[src/rtl/mem_bus_arbiter_if.sv]
// Shared memory bus between the arbiter (master) and the memory system (slave).
//   bus_req/bus_we/bus_sel/bus_addr/bus_wdata : request side, driven by the master
//   bus_ack/bus_rdata                         : single-cycle completion strobe and read data
interface mem_bus_arbiter_if;
  logic        bus_req;
  logic        bus_we;
  logic [3:0]  bus_sel;
  logic [31:0] bus_addr;
  logic [31:0] bus_wdata;
  logic        bus_ack;
  logic [31:0] bus_rdata;

  modport master (
    output bus_req, bus_we, bus_sel, bus_addr, bus_wdata,
    input  bus_ack, bus_rdata
  );

  modport slave (
    input  bus_req, bus_we, bus_sel, bus_addr, bus_wdata,
    output bus_ack, bus_rdata
  );
endinterface

[src/rtl/mem_bus_arbiter.sv]
// Arbitrates the CPU instruction-fetch port and MEM-stage data port onto one
// shared memory bus. MEM has priority. Results that arrive while the owning
// pipeline stage is stalled are parked in a per-port buffer until the stall
// releases. A flush discards pending results but never aborts a bus cycle.
//   clk, rst      : clock, asynchronous active-high reset
//   stall[5:0]    : pipeline stall vector (bit 1 = IF hold, bit 4 = MEM hold)
//   flush         : exception flush
//   if_*          : fetch request / instruction / stall request
//   mem_*         : data access request / load data / stall request
//   bus           : shared bus master port (all request outputs registered)
module mem_bus_arbiter (
  input  logic        clk,
  input  logic        rst,
  input  logic [5:0]  stall,
  input  logic        flush,
  input  logic        if_req,
  input  logic [31:0] if_addr,
  output logic [31:0] if_rdata,
  output logic        if_stallreq,
  input  logic        mem_req,
  input  logic        mem_we,
  input  logic [3:0]  mem_sel,
  input  logic [31:0] mem_addr,
  input  logic [31:0] mem_wdata,
  output logic [31:0] mem_rdata,
  output logic        mem_stallreq,
  mem_bus_arbiter_if.master bus
);

  typedef enum logic [2:0] {IDLE, BUS_MEM, BUS_IF, HOLD_MEM, HOLD_IF} state_t;

  state_t      state;
  logic        flush_flag;   // a flush was seen during the current bus cycle
  logic [31:0] if_buf;
  logic [31:0] mem_buf;

  logic if_hold, mem_hold, own_hold;
  logic ack_if, ack_mem, discard;
  logic unused_stall;

  assign if_hold      = stall[1];
  assign mem_hold     = stall[4];
  assign unused_stall = ^{stall[5], stall[3:2], stall[0]};

  assign ack_if   = (state == BUS_IF)  && bus.bus_ack;
  assign ack_mem  = (state == BUS_MEM) && bus.bus_ack;
  // Result is dropped if a flush arrives in the ack cycle or was seen earlier.
  assign discard  = flush || flush_flag;
  assign own_hold = (state == BUS_MEM) ? mem_hold : if_hold;

  // Read data: bypass in the ack cycle, parked buffer while held, else 0.
  assign if_rdata  = (ack_if && !discard)                 ? bus.bus_rdata :
                     (state == HOLD_IF)                   ? if_buf        : '0;
  assign mem_rdata = (ack_mem && !discard && !bus.bus_we) ? bus.bus_rdata :
                     (state == HOLD_MEM)                  ? mem_buf       : '0;

  assign if_stallreq  = if_req  && !flush && !ack_if  && (state != HOLD_IF);
  assign mem_stallreq = mem_req && !flush && !ack_mem && (state != HOLD_MEM);

  always_ff @(posedge clk or posedge rst) begin
    if (rst) begin
      state         <= IDLE;
      flush_flag    <= 1'b0;
      if_buf        <= '0;
      mem_buf       <= '0;
      bus.bus_req   <= 1'b0;
      bus.bus_we    <= 1'b0;
      bus.bus_sel   <= '0;
      bus.bus_addr  <= '0;
      bus.bus_wdata <= '0;
    end else begin
      case (state)
        IDLE: begin
          flush_flag <= 1'b0;
          if (!flush && mem_req) begin
            bus.bus_req   <= 1'b1;
            bus.bus_we    <= mem_we;
            bus.bus_sel   <= mem_sel;
            bus.bus_addr  <= mem_addr;
            bus.bus_wdata <= mem_wdata;
            state         <= BUS_MEM;
          end else if (!flush && if_req) begin
            bus.bus_req   <= 1'b1;
            bus.bus_we    <= 1'b0;
            bus.bus_sel   <= 4'b1111;
            bus.bus_addr  <= if_addr;
            bus.bus_wdata <= '0;
            state         <= BUS_IF;
          end
        end
        BUS_MEM, BUS_IF: begin
          if (bus.bus_ack) begin
            // Leaving the bus cycle always passes through a bus_req-low cycle
            // (IDLE or HOLD) before the next launch.
            bus.bus_req   <= 1'b0;
            bus.bus_we    <= 1'b0;
            bus.bus_sel   <= '0;
            bus.bus_addr  <= '0;
            bus.bus_wdata <= '0;
            flush_flag    <= 1'b0;
            if (discard || !own_hold) begin
              state <= IDLE;
            end else if (state == BUS_MEM) begin
              // A store leaves no load data behind.
              mem_buf <= bus.bus_we ? '0 : bus.bus_rdata;
              state   <= HOLD_MEM;
            end else begin
              if_buf <= bus.bus_rdata;
              state  <= HOLD_IF;
            end
          end else if (flush) begin
            flush_flag <= 1'b1;
          end
        end
        HOLD_MEM: if (!mem_hold || flush) state <= IDLE;
        HOLD_IF:  if (!if_hold  || flush) state <= IDLE;
        default:  state <= IDLE;
      endcase
    end
  end

endmodule

[src/flat_wrapper.sv]
// flat-port wrapper written by rule: the top's interface ports become plain ports
module mem_bus_arbiter_flat 
  (clk, rst, stall, flush, if_req, if_addr, if_rdata, if_stallreq, mem_req, mem_we, mem_sel, mem_addr, mem_wdata, mem_rdata, mem_stallreq, bus_bus_req, bus_bus_we, bus_bus_sel, bus_bus_addr, bus_bus_wdata, bus_bus_ack, bus_bus_rdata);
  mem_bus_arbiter_if bus_i ();
  input  logic clk;
  input  logic rst;
  input  logic [5:0] stall;
  input  logic flush;
  input  logic if_req;
  input  logic [31:0] if_addr;
  output logic [31:0] if_rdata;
  output logic if_stallreq;
  input  logic mem_req;
  input  logic mem_we;
  input  logic [3:0] mem_sel;
  input  logic [31:0] mem_addr;
  input  logic [31:0] mem_wdata;
  output logic [31:0] mem_rdata;
  output logic mem_stallreq;
  output wire logic [$bits(bus_i.bus_req)-1:0] bus_bus_req;
  output wire logic [$bits(bus_i.bus_we)-1:0] bus_bus_we;
  output wire logic [$bits(bus_i.bus_sel)-1:0] bus_bus_sel;
  output wire logic [$bits(bus_i.bus_addr)-1:0] bus_bus_addr;
  output wire logic [$bits(bus_i.bus_wdata)-1:0] bus_bus_wdata;
  input wire logic [$bits(bus_i.bus_ack)-1:0] bus_bus_ack;
  input wire logic [$bits(bus_i.bus_rdata)-1:0] bus_bus_rdata;
  assign bus_bus_req = bus_i.bus_req;
  assign bus_bus_we = bus_i.bus_we;
  assign bus_bus_sel = bus_i.bus_sel;
  assign bus_bus_addr = bus_i.bus_addr;
  assign bus_bus_wdata = bus_i.bus_wdata;
  assign bus_i.bus_ack = bus_bus_ack;
  assign bus_i.bus_rdata = bus_bus_rdata;
  mem_bus_arbiter u_core (.clk(clk), .rst(rst), .stall(stall), .flush(flush), .if_req(if_req), .if_addr(if_addr), .if_rdata(if_rdata), .if_stallreq(if_stallreq), .mem_req(mem_req), .mem_we(mem_we), .mem_sel(mem_sel), .mem_addr(mem_addr), .mem_wdata(mem_wdata), .mem_rdata(mem_rdata), .mem_stallreq(mem_stallreq), .bus(bus_i));
endmodule
[config.mk]
export PLATFORM = sky130hd
export DESIGN_NAME = mem_bus_arbiter_flat
export DESIGN_NICKNAME = d
export VERILOG_FILES = /design/src/rtl/mem_bus_arbiter_if.sv /design/src/rtl/mem_bus_arbiter.sv /design/src/flat_wrapper.sv
export SDC_FILE = /design/constraint.sdc
export NUM_CORES = 1
export LEC_CHECK = 0
export ABC_CLOCK_PERIOD_IN_PS = 7700
export CAP_MARGIN = 30
export CORE_MARGIN = 4
export CORE_UTILIZATION = 44
export CTS_CLUSTER_SIZE = 40
export DETAILED_ROUTE_END_ITERATION = 10
export DONT_BUFFER_PORTS = 1
export GPL_ROUTABILITY_DRIVEN = 0
export PLACE_DENSITY = 0.56
export SETUP_SLACK_MARGIN = 0.02
export SYNTH_ARGS = -nofsm -noshare
export SYNTH_HDL_FRONTEND = slang
export SYNTH_SLANG_ARGS = --single-unit
[constraint.sdc]
create_clock -name clk -period 7.7 [get_ports clk]
set_clock_uncertainty 0.2 [all_clocks]
set_input_delay 0.385 -clock clk [delete_from_list [all_inputs] [get_ports clk]]
set_output_delay 0.385 -clock clk [all_outputs]
set_load 0.005 [all_outputs]
# == Yosys cells after proc, flatten, opt, wreduce, memory -nomap -nowiden ==
# Index checks and enable logic that the tools add are counted.
# totals
ff_bits,138
out_inout_bits,136
wordCells,88
# op_classes
eq_ne,11
mux,35
n_bitwise,2
n_reduce_logical,31
# ops
cell,n
$mux W32,10
$pmux W32 S2,2
$mux W3,7
$mux W4,3
$pmux W3 S4,1
$reduce_and A4 Y1,3
$logic_and A1 B1 Y1,11
$logic_not A1 Y1,8
$mux W1,8
$pmux W4 S2,1
$eq A3 B2 Y1 const B,2
$ne A2 B2 Y1 const B,3
$ne A3 B3 Y1 const B,2
$pmux W1 S2,3
$logic_or A1 B1 Y1,4
$eq A3 B1 Y1 const B,1
$eq A3 B3 Y1 const B,1
$logic_not A3 Y1,1
$ne A3 B1 Y1 const B,1
$ne A3 B2 Y1 const B,1
$reduce_and A3 Y1,1
$not A1 Y1,2
$reduce_and A2 Y1,1
$reduce_bool A2 Y1,1
$reduce_or A2 Y1,1

# == Longest topological paths before layout ==
# logic_depth
ltp_word,7
depth_mapped,7
ltp_nobuf,4

# == Least setup slack after synthesis ==
# Ideal clock, no wire load.
# synth_path
kind,reg-to-output
startpoint,register u_core.state[2]
endpoint,output mem_rdata[10]
arrival_ns,1.827
required_time_ns,7.115
slack_ns,5.288
stages_incl_launch_ff,6
path_buffers,2
cell_sequence,dfrtp_1 -> buf_6 -> or4b_4 -> nor4_2 -> clkbuf_1 -> a22o_1
# synth_between
elab_chain_len,5
elab_cells_between_ends,7
cone_classes,eq/ne (2); mux (2); reduce/logical (3)
# synth_lines
item,line,text
"start, declared",mem_bus_arbiter.sv:32,state_t state;
"start signal, assigned",mem_bus_arbiter.sv:62,state <= IDLE;
"start signal, assigned",mem_bus_arbiter.sv:81,state <= BUS_MEM;
"start signal, assigned",mem_bus_arbiter.sv:88,state <= BUS_IF;
$eq A3 B1 Y1,mem_bus_arbiter.sv:46,assign ack_mem = (state == BUS_MEM) && bus.bus_ack;
$logic_and A1 B1 Y1,mem_bus_arbiter.sv:46,
$logic_and A1 B1 Y1 (2 in a row),mem_bus_arbiter.sv:54,assign mem_rdata = (ack_mem && !discard && !bus.bus_we) ? bus.bus_rdata :
$mux W32 (*),mem_bus_arbiter.sv:54,
"end, declared",flat_wrapper.sv:18,output logic [31:0] mem_rdata;
# Mark *: on every way between the ends. The rest lies on a longest branch, timed or not.

# == Worst setup path after layout ==
# layout_path
startpoint,register u_core.state[2]
endpoint,register u_core.if_buf[17]
# layout_between
elab_chain_len,6
elab_cells_between_ends,9
cone_classes,eq/ne (2); mux (1); bitwise (2); reduce/logical (4)
# layout_lines
item,line,text
$eq A3 B1 Y1,"mem_bus_arbiter.sv:49, mem_bus_arbiter.sv:72, mem_bus_arbiter.sv:103",
$mux W1,mem_bus_arbiter.sv:49,assign own_hold = (state == BUS_MEM) ? mem_hold : if_hold;
$logic_not A1 Y1,mem_bus_arbiter.sv:101,if (discard || !own_hold) begin
$logic_or A1 B1 Y1,mem_bus_arbiter.sv:101,
$not A1 Y1 (no line),--,
$reduce_and A4 Y1 (no line) (*),--,
"end signal, assigned",mem_bus_arbiter.sv:108,if_buf <= bus.bus_rdata;
"end, declared",mem_bus_arbiter.sv:34,logic [31:0] if_buf;
# Marks and branches as above.
# A chain may end at the register's enable or synchronous reset.

==> results.ini <==
[outcome]
status = finished, final reports clean

[placement]
hpwl_um = 11400
place_inst = 671
port_buffers = 0

[final_layout]
area_growth_pct = 32.5
nets = 793
nFillCells = 1107
final_cell_count_no_fill = 840
drive_gt1_share_pct = 17.1
antennaDiodeCount = 0

[critical_path]
required_ns = 7.79
rrSetupSlack_ns = 4.33
path_class = flop to flop
start_kind = flop
reg2reg_depth = 5
path_max_fanout = 33
r2r_end = u_core.if_buf[17]
cp.arrival_ns = 3.47
critPathCaptureType = flop
r2r-start = u_core.state[2]

[yosys]
yosysTopAreaCell = dfrtp_1
syn_nets = 672
yosysWarnings = 0
avgSynthCellArea_um2 = 12.2
synth_top_area_share_pct = 53.8
ys_seq_area_share_pct = 53.8
synth.most_common_cell = dfrtp_1
ys_ff_latch = 138
synthFlopType = dfrtp_1
syn_inst = 527
synthTopCellsByCount = 138 x dfrtp_1, 97 x a22o_1, 37 x nand2_1
synth_area_leaders = dfrtp_1 54%, a22o_1 13%, mux2_2 5.6%
async_flop_share_pct = 100
syn-cell-area_um2 = 6420
synth_edf_count = 0
synth_cell_types = 36

[power]
ir_worst_vdd_v = 0.000165
power.density_nw_per_um2 = 325
p_leak_nw = 3.86

[die]
start_util_pct = 45.5
core_um2 = 14100
dieArea_um2 = 16600
fp-row-count = 43
pin_count = 281
die_x_um = 129
die_h_um = 129

[sta]
slew_headroom_pct = 36.1
fin_crit_sh_pct = 43.8
max_freq_mhz = 296
hold_viol = 0
timing.setup.tns_ns = 0
grt_setup_unrepaired = false
setup_viol_count_final = 0
period_needed_ns = 3.37
tightest_slew_ns = 0.957
slew_viol_final = 0

[detailed_routing]
drt-total-wl_um = 19000
wire_per_inst_um = 22.6
viasPerCell = 5.93
drtPass1Iterations = 6
drtAntennaViolNets = 0
num_vias = 4980
dr.first_iter.drc_count = 294
drc_errors = 0

[min_path]
min-delay-start = if_addr[20]
hold_depth = 2
hold_path.class = primary input to flop
min_to = u_core.bus.bus_addr[20]

[clocking]
cts_tree = built
cts-root-buf = clkbuf_16
cts.sinks = 138
clk_latency_ns = 0.41
ctsHtreeMaxLevel = 4
clk_pin_slew_worst_paths_ns = 0.06
cts_made_buffers = 17
clockBufferDepth = 2
cts_resized = 0

[global_routing]
grt_max_degree = 67
grt_pass1_vias = 5427
grt_pass1_wl_um = 29500
grt_overflow = 0
grt_use_total_pct = 22.9
antenna_found_initial = 0

[job]
maxCapViolCount = 0

==> timing repair <==
item	CTS	global route
hold buffers	137	0
buffers inserted	0	0
hold endpoints to repair	187	0
==> cells in the final DEF (no fill, tap or decap), types with 2 or more instances in the layout <==
master,netlist,routed
a22o_1,97,97
buf_16,0,2
or4b_4,1,2
a31oi_1,2,2
clkbuf_8,0,2
o21ai_2,28,28
o32ai_1,2,2
o2bb2ai_1,36,36
mux2i_1,32,32
nor3_2,0,2
dlygate4sd3_1,0,137
nor2_1,11,11
o21ai_0,2,2
and3_1,3,3
buf_4,1,8
nand2_1,37,36
o21ai_1,4,4
inv_1,5,4
mux2_2,32,32
a21oi_1,4,4
clkbuf_16,0,17
dfrtp_1,138,138
nand2b_1,32,32
clkinv_2,0,4
clkinvlp_4,0,4
inv_6,0,2
==> worst max-delay path, cell delays in order (launching register included) <==
cell and delay [ns]:
dfrtp_1 0.48, or4b_4 0.63, nor3_4 0.12, buf_4 0.39
nand3_2 0.83, mux2_2 0.58
==> per-layer routing <==
metal  track usage [%]  routed length [um]  vias to the layer above
li1                  -                   -                     2229
met1              26.2                7070                     2479
met2              38.9                9740                      231
met3              8.72                1670                       41
met4              8.89                 503                        0
met5                 0                   0                        -
==> state kept, by name, indices dropped and copies added (netlist names) <==
signal,flops
u_core.bus.bus_addr,32
u_core.bus.bus_req,1
u_core.bus.bus_sel,4
u_core.bus.bus_wdata,32
u_core.bus.bus_we,1
u_core.flush_flag,1
u_core.if_buf,32
u_core.mem_buf,32
u_core.state,3
==> cell families after synthesis <==
group           share of synthesized area, %
flops                                   53.8
simple gates                            7.99
mux                                     10.6
compound gates                          23.7
buf+inv                                 3.92
==> stage by stage <==
step	total power, mW	util [%]	setup WS [ns]	area (um2)	hold slack [ns]
6_report	2.76	60.3	4.33	8500	0.0142
5_1_grt	2.92	60.3	4.16	8500	0.00211
4_1_cts	2.78	60.2	4.30	8480	0.000777
3_5_place_dp	1.94	46.5	4.31	6560	0.111
3_3_place_gp	1.90	46.1	4.39	6500	0.107
2_1_floorplan	1.73	-	3.42	6420	0.252
==> worst max-delay path by stage <==
| stage | from | to | slack, ns | depth (start not counted) |
|---|---|---|---|---|
| 2_1_floorplan | rst | u_core.bus.bus_addr[0] | 3.42 | 1 |
| 3_3_place_gp | u_core.state[2] | u_core.if_buf[8] | 4.39 | 5 |
| 3_5_place_dp | u_core.state[2] | u_core.if_buf[28] | 4.31 | 5 |
| 4_1_cts | u_core.state[2] | u_core.if_buf[28] | 4.30 | 5 |
| 5_1_grt | u_core.state[2] | u_core.if_buf[17] | 4.16 | 5 |
| 6_report | u_core.state[2] | u_core.if_buf[17] | 4.33 | 5 |
==> final cells by class <==
type / count / area (um2) / area share, %
Clock buffer: 20 / 457 / 5.37
Clock inverter: 11 / 97.6 / 1.15
Inverter: 5 / 23.8 / 0.280
Multi-Input combinational cell: 338 / 2740 / 32.2
Sequential cell: 138 / 3450 / 40.6
Tap cell: 180 / 225 / 2.65
Timing Repair Buffer: 148 / 1510 / 17.7
==> report_power, final <==
| part | switching (mW) | internal, mW |
|---|---|---|
| logic | 0.367 | 0.368 |
| registers | 0.241 | 1.02 |
| clock network | 0.306 | 0.458 |
No activity file was read; power rests on OpenSTA's default activity.
